**src/rtl/consmax_pack.sv**
```systemverilog
// consmax_pack: packs a stream of consmax output elements into LANES-wide
// words, splitting at row boundaries, and buffers completed words in a small
// FIFO. The upstream side has no backpressure. A completed word that finds the
// FIFO full is dropped, and the sticky overflow flag records the drop.
module consmax_pack #(
    parameter int DATA_BIT    = 8,
    parameter int LANES       = 4,
    parameter int ROW_LEN_BIT = 8,
    parameter int FIFO_DEPTH  = 4
) (
    input  logic                          clk,
    input  logic                          rst,
    input  logic                          clr,
    input  logic [ROW_LEN_BIT-1:0]        cfg_row_len,
    input  logic [DATA_BIT-1:0]           idata,
    input  logic                          idata_valid,
    output logic [LANES*DATA_BIT-1:0]     odata,
    output logic [LANES-1:0]              odata_mask,
    output logic                          odata_last,
    output logic                          odata_valid,
    input  logic                          odata_ready,
    output logic                          overflow,
    output logic [$clog2(FIFO_DEPTH):0]   fifo_cnt
);

    localparam int WORD_W = LANES * DATA_BIT;
    localparam int LP_W   = (LANES > 1) ? $clog2(LANES) : 1;
    localparam int PTR_W  = (FIFO_DEPTH > 1) ? $clog2(FIFO_DEPTH) : 1;
    localparam int CNT_W  = ROW_LEN_BIT + 1;   // holds the decoded 2^ROW_LEN_BIT
    localparam int FC_W   = $clog2(FIFO_DEPTH) + 1;

    // A zero row-length encodes the largest row, 2^ROW_LEN_BIT elements.
    function automatic logic [CNT_W-1:0] decode_len(input logic [ROW_LEN_BIT-1:0] len);
        if (len == '0) return {1'b1, {ROW_LEN_BIT{1'b0}}};
        return {1'b0, len};
    endfunction

    function automatic logic [PTR_W-1:0] ptr_next(input logic [PTR_W-1:0] p);
        return (p == PTR_W'(FIFO_DEPTH - 1)) ? '0 : p + PTR_W'(1);
    endfunction

    logic [LP_W-1:0]   r_lane_ptr;
    logic [CNT_W-1:0]  r_elem_cnt;
    logic [CNT_W-1:0]  r_row_len_q;
    logic [WORD_W-1:0] r_asm;
    logic [PTR_W-1:0]  r_wptr;
    logic [PTR_W-1:0]  r_rptr;
    logic [FC_W-1:0]   r_fcnt;
    logic              r_ovf;

    logic [WORD_W-1:0] r_mem_data [FIFO_DEPTH];
    logic [LANES-1:0]  r_mem_mask [FIFO_DEPTH];
    logic              r_mem_last [FIFO_DEPTH];

    logic [CNT_W-1:0]  w_len_eff;
    logic              w_accept;
    logic              w_row_end;
    logic              w_lane_end;
    logic              w_word_done;
    logic [WORD_W-1:0] w_word;
    logic [LANES-1:0]  w_mask;
    logic              w_empty;
    logic              w_full;
    logic              w_pop;
    logic              w_push;
    logic              w_drop;

    // Word assembly and FIFO handshake decisions for the current cycle.
    always_comb begin
        // The row length is sampled from the config only on a row's first element.
        w_len_eff   = (r_elem_cnt == '0) ? decode_len(cfg_row_len) : r_row_len_q;
        w_accept    = idata_valid & ~clr;
        w_row_end   = (r_elem_cnt + CNT_W'(1)) == w_len_eff;
        w_lane_end  = (r_lane_ptr == LP_W'(LANES - 1));
        w_word_done = w_accept & (w_row_end | w_lane_end);
        // Lanes above the pointer are still zero because the assembly register
        // is cleared whenever a word completes.
        w_word      = r_asm;
        w_mask      = '0;
        for (int i = 0; i < LANES; i++) begin
            if (LP_W'(i) == r_lane_ptr) w_word[i*DATA_BIT +: DATA_BIT] = idata;
            w_mask[i] = (LP_W'(i) <= r_lane_ptr);
        end
        w_empty = (r_fcnt == '0);
        w_full  = (r_fcnt == FC_W'(FIFO_DEPTH));
        w_pop   = ~w_empty & odata_ready & ~clr;
        // A pop on the same edge frees the slot, so a full FIFO can still take a push.
        w_push  = w_word_done & (~w_full | w_pop);
        w_drop  = w_word_done & w_full & ~w_pop;
    end

    // Control state: lane and element counters, row length, FIFO pointers, overflow.
    always_ff @(posedge clk or posedge rst) begin
        if (rst) begin
            r_lane_ptr  <= '0;
            r_elem_cnt  <= '0;
            r_row_len_q <= '0;
            r_asm       <= '0;
            r_wptr      <= '0;
            r_rptr      <= '0;
            r_fcnt      <= '0;
            r_ovf       <= 1'b0;
        end else if (clr) begin
            r_lane_ptr  <= '0;
            r_elem_cnt  <= '0;
            r_asm       <= '0;
            r_wptr      <= '0;
            r_rptr      <= '0;
            r_fcnt      <= '0;
            r_ovf       <= 1'b0;
        end else begin
            if (w_accept) begin
                if (r_elem_cnt == '0) r_row_len_q <= w_len_eff;
                // Counters advance even when the completed word is dropped.
                if (w_word_done) begin
                    r_lane_ptr <= '0;
                    r_asm      <= '0;
                end else begin
                    r_lane_ptr <= r_lane_ptr + LP_W'(1);
                    r_asm      <= w_word;
                end
                r_elem_cnt <= w_row_end ? '0 : r_elem_cnt + CNT_W'(1);
            end
            if (w_push) r_wptr <= ptr_next(r_wptr);
            if (w_pop)  r_rptr <= ptr_next(r_rptr);
            case ({w_push, w_pop})
                2'b10:   r_fcnt <= r_fcnt + FC_W'(1);
                2'b01:   r_fcnt <= r_fcnt - FC_W'(1);
                default: r_fcnt <= r_fcnt;
            endcase
            if (w_drop) r_ovf <= 1'b1;
        end
    end

    // FIFO storage. Entries are reached only through the occupancy count, so
    // they need no reset.
    always_ff @(posedge clk) begin
        if (w_push) begin
            r_mem_data[r_wptr] <= w_word;
            r_mem_mask[r_wptr] <= w_mask;
            r_mem_last[r_wptr] <= w_row_end;
        end
    end

    assign odata_valid = ~w_empty;
    assign odata       = w_empty ? '0   : r_mem_data[r_rptr];
    assign odata_mask  = w_empty ? '0   : r_mem_mask[r_rptr];
    assign odata_last  = w_empty ? 1'b0 : r_mem_last[r_rptr];
    assign overflow    = r_ovf;
    assign fifo_cnt    = r_fcnt;

endmodule

```
**config.mk**
```make
export PLATFORM = sky130hd
export DESIGN_NAME = consmax_pack
export DESIGN_NICKNAME = d
export VERILOG_FILES = /design/src/rtl/consmax_pack.sv
export SDC_FILE = /design/constraint.sdc
export NUM_CORES = 1
export LEC_CHECK = 0
export ABC_CLOCK_PERIOD_IN_PS = 4700
export BUFFER_PORTS_ARGS = -buffer_cell sky130_fd_sc_hd__buf_2
export CAP_MARGIN = 10
export CORE_UTILIZATION = 25
export CTS_CLUSTER_SIZE = 25
export DETAILED_ROUTE_END_ITERATION = 8
export GPL_TIMING_DRIVEN = 0
export PLACE_DENSITY_LB_ADDON = 0.3
export SETUP_SLACK_MARGIN = 0.15
export SKIP_CTS_REPAIR_TIMING = 1
export SKIP_LAST_GASP = 1
export SLEW_MARGIN = 20
export SYNTH_ARGS = -nofsm -noshare
export SYNTH_HDL_FRONTEND = slang
export SYNTH_SLANG_ARGS = --single-unit
```
**constraint.sdc**
```tcl
create_clock -name clk -period 4.7 [get_ports clk]
set_input_delay 0.94 -clock clk [delete_from_list [all_inputs] [get_ports clk]]
set_output_delay 0.94 -clock clk [all_outputs]
set_load 0.02 [all_outputs]
```
# Word level (Yosys, flattened, before mapping)
# Memory sizes are Yosys's and may differ from the RTL's.
# Index checks and enable logic that the tools add are counted.
dict set report totals {
  regBits 60
  mem_bits_ro 0
  latchBits 0
  memories 3
  mem_bits_rw 148
  wordCells 86
}
dict set report op_classes {
  addsub 6
  n_eq_ne 10
  n_mul 0
  shifts 0
  div_mod_pow 0
  muxes 32
  bitwise_logic 13
  n_lt_le_gt_ge 4
  n_reduce_logical 10
}
# memory words word_bits read_ports rd_ports_with_merged_regs write_ports line_no
set mem_list {}
lappend mem_list {r_mem_data 4 32 1 0 1 51} ;# logic [WORD_W-1:0] r_mem_data [FIFO_DEPTH];
lappend mem_list {r_mem_mask 4 4 1 0 1 52} ;# logic [LANES-1:0] r_mem_mask [FIFO_DEPTH];
lappend mem_list {r_mem_last 4 1 1 0 1 53} ;# logic r_mem_last [FIFO_DEPTH];
# operator count
set ops {}
lappend ops {{32-bit two-way mux} 4}
lappend ops {{9-bit two-way mux} 6}
lappend ops {{8-bit two-way mux} 4}
lappend ops {{2-bit two-way mux} 9}
lappend ops {{9-bit by 1-bit adder with 9-bit output (second input constant)} 1}
lappend ops {{9-bit equality test} 1}
lappend ops {{9-bit zero test} 1}
lappend ops {{2-bit equality test (second input constant)} 4}
lappend ops {{8-bit zero test} 1}
lappend ops {{2-bit nonzero test} 4}
lappend ops {{1-bit bitwise AND} 7}
lappend ops {{2-bit by 1-bit adder with 2-bit output (second input constant)} 3}
lappend ops {{1-bit two-way mux} 6}
lappend ops {{3-bit case mux with 2 select lines} 1}
lappend ops {{2-bit equality test (first input constant)} 2}
lappend ops {{1-bit by 2-bit less-or-equal comparator with 1-bit output (first input constant)} 2}
lappend ops {{2-bit less-or-equal comparator (first input constant)} 2}
lappend ops {{4-bit two-way mux} 1}
lappend ops {{1-bit NOT} 4}
lappend ops {{3-bit by 1-bit adder with 3-bit output (second input constant)} 1}
lappend ops {{3-bit equality test (second input constant)} 1}
lappend ops {{3-bit zero test} 1}
lappend ops {{3-bit two-way mux} 1}
lappend ops {{3-bit AND reduction} 1}
lappend ops {{other kinds (6)} 7}

# Logic depth before layout (Yosys ltp)
dict set report logic_depth {
  ltp_word 11
  depth_mapped 15
  ltp_nobuf 14
}

# Worst setup path before layout
# Ideal clock, no wire load.
dict set report synth_timing {
  path_type {reg2reg}
  from {register r_elem_cnt[0]}
  to {memory r_mem_data[0][0] (netlist name) (enable)}
  setup_ps 397
  slack_ps 1100
  arrival_time_ps 3203
  required_ps 4303
  path_stages_with_launch 11
  n_path_buf 0
  cell_sequence {dfrtp_1 > inv_1 > ha_1 > or4b_4 > o21ai_2 > a21oi_1 > nor4b_2 > nand4b_1 > o21ai_1 > o211a_1 > and2_1}
}
dict set report synth_between {
  elab_chain_cells 8
  elab_cells_between_ends 9
  cone_classes {1 x add/sub; 1 x eq/ne; 3 x mux; 3 x bitwise; 1 x reduce/logical}
}
# element line_no
set synth_lines {}
lappend synth_lines {{start, declared} 43} ;# logic [CNT_W-1:0] r_elem_cnt;
lappend synth_lines {{start signal, assigned} 122} ;# r_elem_cnt <= w_row_end ? '0 : r_elem_cnt + CNT_W'(1);
lappend synth_lines {{parallel branches: the longest is 2 deep, another holds 9-bit by 1-bit adder with 9-bit output} n/a}
lappend synth_lines {{9-bit equality test (*)} 73} ;# w_row_end = (r_elem_cnt + CNT_W'(1)) == w_len_eff;
lappend synth_lines {{1-bit OR (*)} 75} ;# w_word_done = w_accept & (w_row_end | w_lane_end);
lappend synth_lines {{1-bit bitwise AND (*)} 75}
lappend synth_lines {{1-bit bitwise AND (*)} 88} ;# w_push = w_word_done & (~w_full | w_pop);
lappend synth_lines {{1-bit two-way mux (*)} 138} ;# if (w_push) begin
lappend synth_lines {{1-bit two-way mux (implied by the code) (*)} 139} ;# r_mem_data[r_wptr] <= w_word;
lappend synth_lines {{end, declared} 51}
# Mark *: on every way between the ends.

# Final worst setup path
dict set report layout_timing {
  from {register r_rptr[0]}
  to {output port odata[26]}
}
dict set report layout_between {
  elab_chain_cells 2
}
# element line_no
set layout_lines {}
lappend layout_lines {{start, declared} 47} ;# logic [PTR_W-1:0] r_rptr;
lappend layout_lines {{start signal, assigned} 125} ;# if (w_pop) r_rptr <= ptr_next(r_rptr);
lappend layout_lines {{memory 4 x 32 bit} n/a}
lappend layout_lines {{32-bit two-way mux} 146} ;# assign odata = w_empty ? '0 : r_mem_data[r_rptr];
lappend layout_lines {{end, declared} 17} ;# output logic [LANES*DATA_BIT-1:0] odata,
# Every way passes these cells.

==> flow_summary_export.csv <==
group,metric,value,unit
timing,setup_tns,0,ns
final_layout,fin_cells,1139,
clocking,root_buffer,"clkbuf_16",
clocking,clock_sinks,204,
critical_path,crit_slowest_cell,"clkbuf_1",
synthesis,synth_edf_count,144,
timing,slew_headroom,32.74,%
drt,drc_errors,0,
critical_path,cp.arrival,3.24,ns
drt,dr.first_iter.drc_count,281,
timing,finalClockSkew,0.02315,ns
grt,use_met3,1.882,%
final_layout,fillCellCount,3564,
critical_path,cp_num_buf_inv,3,
final_layout,layout-drive-gt1-share,29.79,%
pwr,p_leak,3.977,nW
final_layout,multi_input_area,2985,sq um
final_layout,layout.cells.most_common_list,"144 x edfxtp_1, 64 x buf_2, 60 x dfrtp_1, 41 x mux2_2, 38 x and2_1",
placed_design,placed_area,10010,sq um
synthesis,synth_cells,570,
synthesis,synth.avg_cell_area,15.81,sq um
synthesis,yosysTopAreaCellShare,47.98,%
timing,min_period_over_period,88.92,%
placed_design,port_buffers,61,
drt,wire_per_inst,17.85,um
grt,grtUsageMet1,15.86,%
die,io_pins,63,
critical_path,cp-start-kind,"flip-flop",
pwr,intPower,3.034,mW
grt,grt_overflow_total,0,
timing,final_hold_viol_count,0,
grt,grt_use_met2,18.70,%
clocking,cts-buffers-inserted,23,
grt,grt_busiest_layer,"met2",
critical_path,cp_max_fo,10,
synthesis,ys_seq_area_share,64.64,%
timing,clock.fmax,0.2393,GHz
clocking,clk_pin_slew,0.06,ns
timing,drv_slew,0,
final_layout,final_core_util,30.15,%
pwr,switching_power,918.8,uW
synthesis,synth_nets,604,
critical_path,cp_cell_sequence,"clkbuf_1 -> buf_1 -> mux4_2 -> and2_1 -> buf_2",
clocking,cts_tree,"yes",
synthesis,ys_warn_count,0,
drt,dr.pass1.iters,4,
pwr,combPwrFrac,7.8,%
critical_path,critPathRequiredTime,3.76,ns
grt,grtUsageTotal,11.42,%
final_layout,area_delta_synth_final,18.69,%
grt,antenna_found_initial,0,
pwr,p_clk_share,41.6,%
status,status,"complete, no violations",
placed_design,post-place-ws,0.7560,ns
pwr,pwr-share-seq,50.6,%
hold_path,hold_path_class,"input port to async pin",
final_layout,insertedDiodeCount,0,
final_layout,final_common_cell,"edfxtp_1",
critical_path,critPathTopFamily,"buffers and inverters",
grt,grt_pass1_vias,5358,
pwr,swShare,23.24,%
grt,grt_start_max_net_pins,45,
clocking,worstSkewPairLatency,0.52,ns
drt,viasPerCell,4.517,
synthesis,async_flop_share,29.41,%
drt,wl,20330,um
critical_path,end_kind,"primary output",
timing,finalCriticalPeriod,4.179,ns
critical_path,critical-path-max-stage-delay,0.69,ns
timing,tightest_slew,1.009,ns
timing,whs,0.3738,ns
die,die_y,191.9,um
die,die_width,191.9,um
clocking,clockBufferDepth,3,
synthesis,syn_area,9012,sq um
critical_path,worstSetupPathType,"flip-flop to primary output",
drt,route.vias.total,5145,
pwr,peakVddDrop,0.0002831,V
pwr,power_density,369.6,nW/um^2
synthesis,synth.area.top_cells,"edfxtp_1 48%, dfrtp_1 17%, mux4_2 9.0%",
timing,final-setup-viol-count,0,
drt,drtAntennaViolNets,0,
die,die-area,36810,sq um
timing,rsz0062_at_grt,"no",
placed_design,dp_cells,1097,
final_layout,regArea,5826,sq um
die,core_region_area,35480,sq um
die,initial_core_util,25.40,%
final_layout,post-route-cell-area,10700,sq um
clocking,cts_max_level,1,
timing,fin_ws,0.5206,ns
die,num_rows,69,
final_layout,nets,695,
synthesis,ys_types,59,
synthesis,synth-seq-cells,204,
grt,grt_first_pass_wirelength,32090,um
synthesis,synth_flop_cell,"edfxtp_1",
flow_run,maxCapViolCount,0,
pwr,finalPower,3.953,mW
placed_design,routabilityCongestion,0.7307,
synthesis,yosys.area.top_type,"edfxtp_1",
placed_design,dp_hpwl,14010,um
[power by group through the flow]
stage	registers, mW	logic, mW	clock network [mW]
detailed placement	2.03	0.313	0
finish	2.00	0.309	1.65
global placement	2.03	0.305	0
CTS	2.00	0.314	1.69
floorplan	2.03	0.215	0
global route	2.00	0.342	1.76
[path summary, 6_finish.rpt]
| path | from | cells past startpoint | slack [ns] | endpoint |
|---|---|---|---|---|
| worst min-delay path | rst | 2 | 0.37 | r_rptr[1] |
| min in group clk | r_row_len_q[8] | 2 | 0.48 | r_row_len_q[8] |
| max in group asynchronous | rst | 3 | 3.81 | r_asm[0] |
| worst min register to register | r_row_len_q[8] | 2 | 0.48 | r_row_len_q[8] |
| worst max register to register | r_elem_cnt[0] | 12 | 0.76 | r_mem_data[1][2] |
| worst max-delay path | r_rptr[0] | 5 | 0.52 | odata[26] |
[layout make-up]
class	instances	share of cell area [%]
buffer	33	1.450
clock buffer	32	5.790
tap	461	5.392
inverter	14	0.5147
multi-input combinational	319	27.91
sequential	204	54.46
clock inverter	10	0.6200
timing repair buffer	66	3.860
[cells in the mapped netlist (all sizes together), types with 3 or more instances]
master	n
a211oi	4
a21boi	3
a21oi	13
a32o	26
and2	42
and3	6
buf	11
clkbuf	22
dfrtp	60
edfxtp	144
ha	12
inv	13
mux2	41
mux2i	5
mux4	36
nand2	26
nand3	14
nor2	10
nor2b	8
nor3	6
nor4	5
nor4b	4
o21ai	21
o31a	3
or3	4
xnor2	5
xor2	3
[sequential cells by signal, indices dropped and copies added, names as in the netlist]
| register | count |
|---|---|
| r_mem_last | 4 |
| overflow | 1 |
| r_rptr | 2 |
| r_wptr | 2 |
| r_row_len_q | 9 |
| fifo_cnt | 3 |
| r_elem_cnt | 9 |
| r_lane_ptr | 2 |
| r_mem_data | 128 |
| r_mem_mask | 12 |
| r_asm | 32 |
[layer usage]
metal	part of all wire (%)	vias up
met3	4.1	26
met2	47	96
met5	0	-
li1	-	2405
met1	47	2618
met4	1.7	0
[logic make-up (layout without fill, tap and decap cells)]
| family | count (synthesis) | after routing | share of synthesized area, % |
|---|---|---|---|
| flops | 204 | 204 | 64.64 |
| compound gates | 79 | 79 | 6.609 |
| simple gates | 137 | 137 | 9.121 |
| fa+ha+maj | 13 | 13 | 1.888 |
| mux | 82 | 82 | 14.67 |
| xor+xnor | 8 | 8 | 0.7775 |
| buf+inv | 47 | 155 | 2.291 |
No activity file was read; power rests on OpenSTA's default activity.
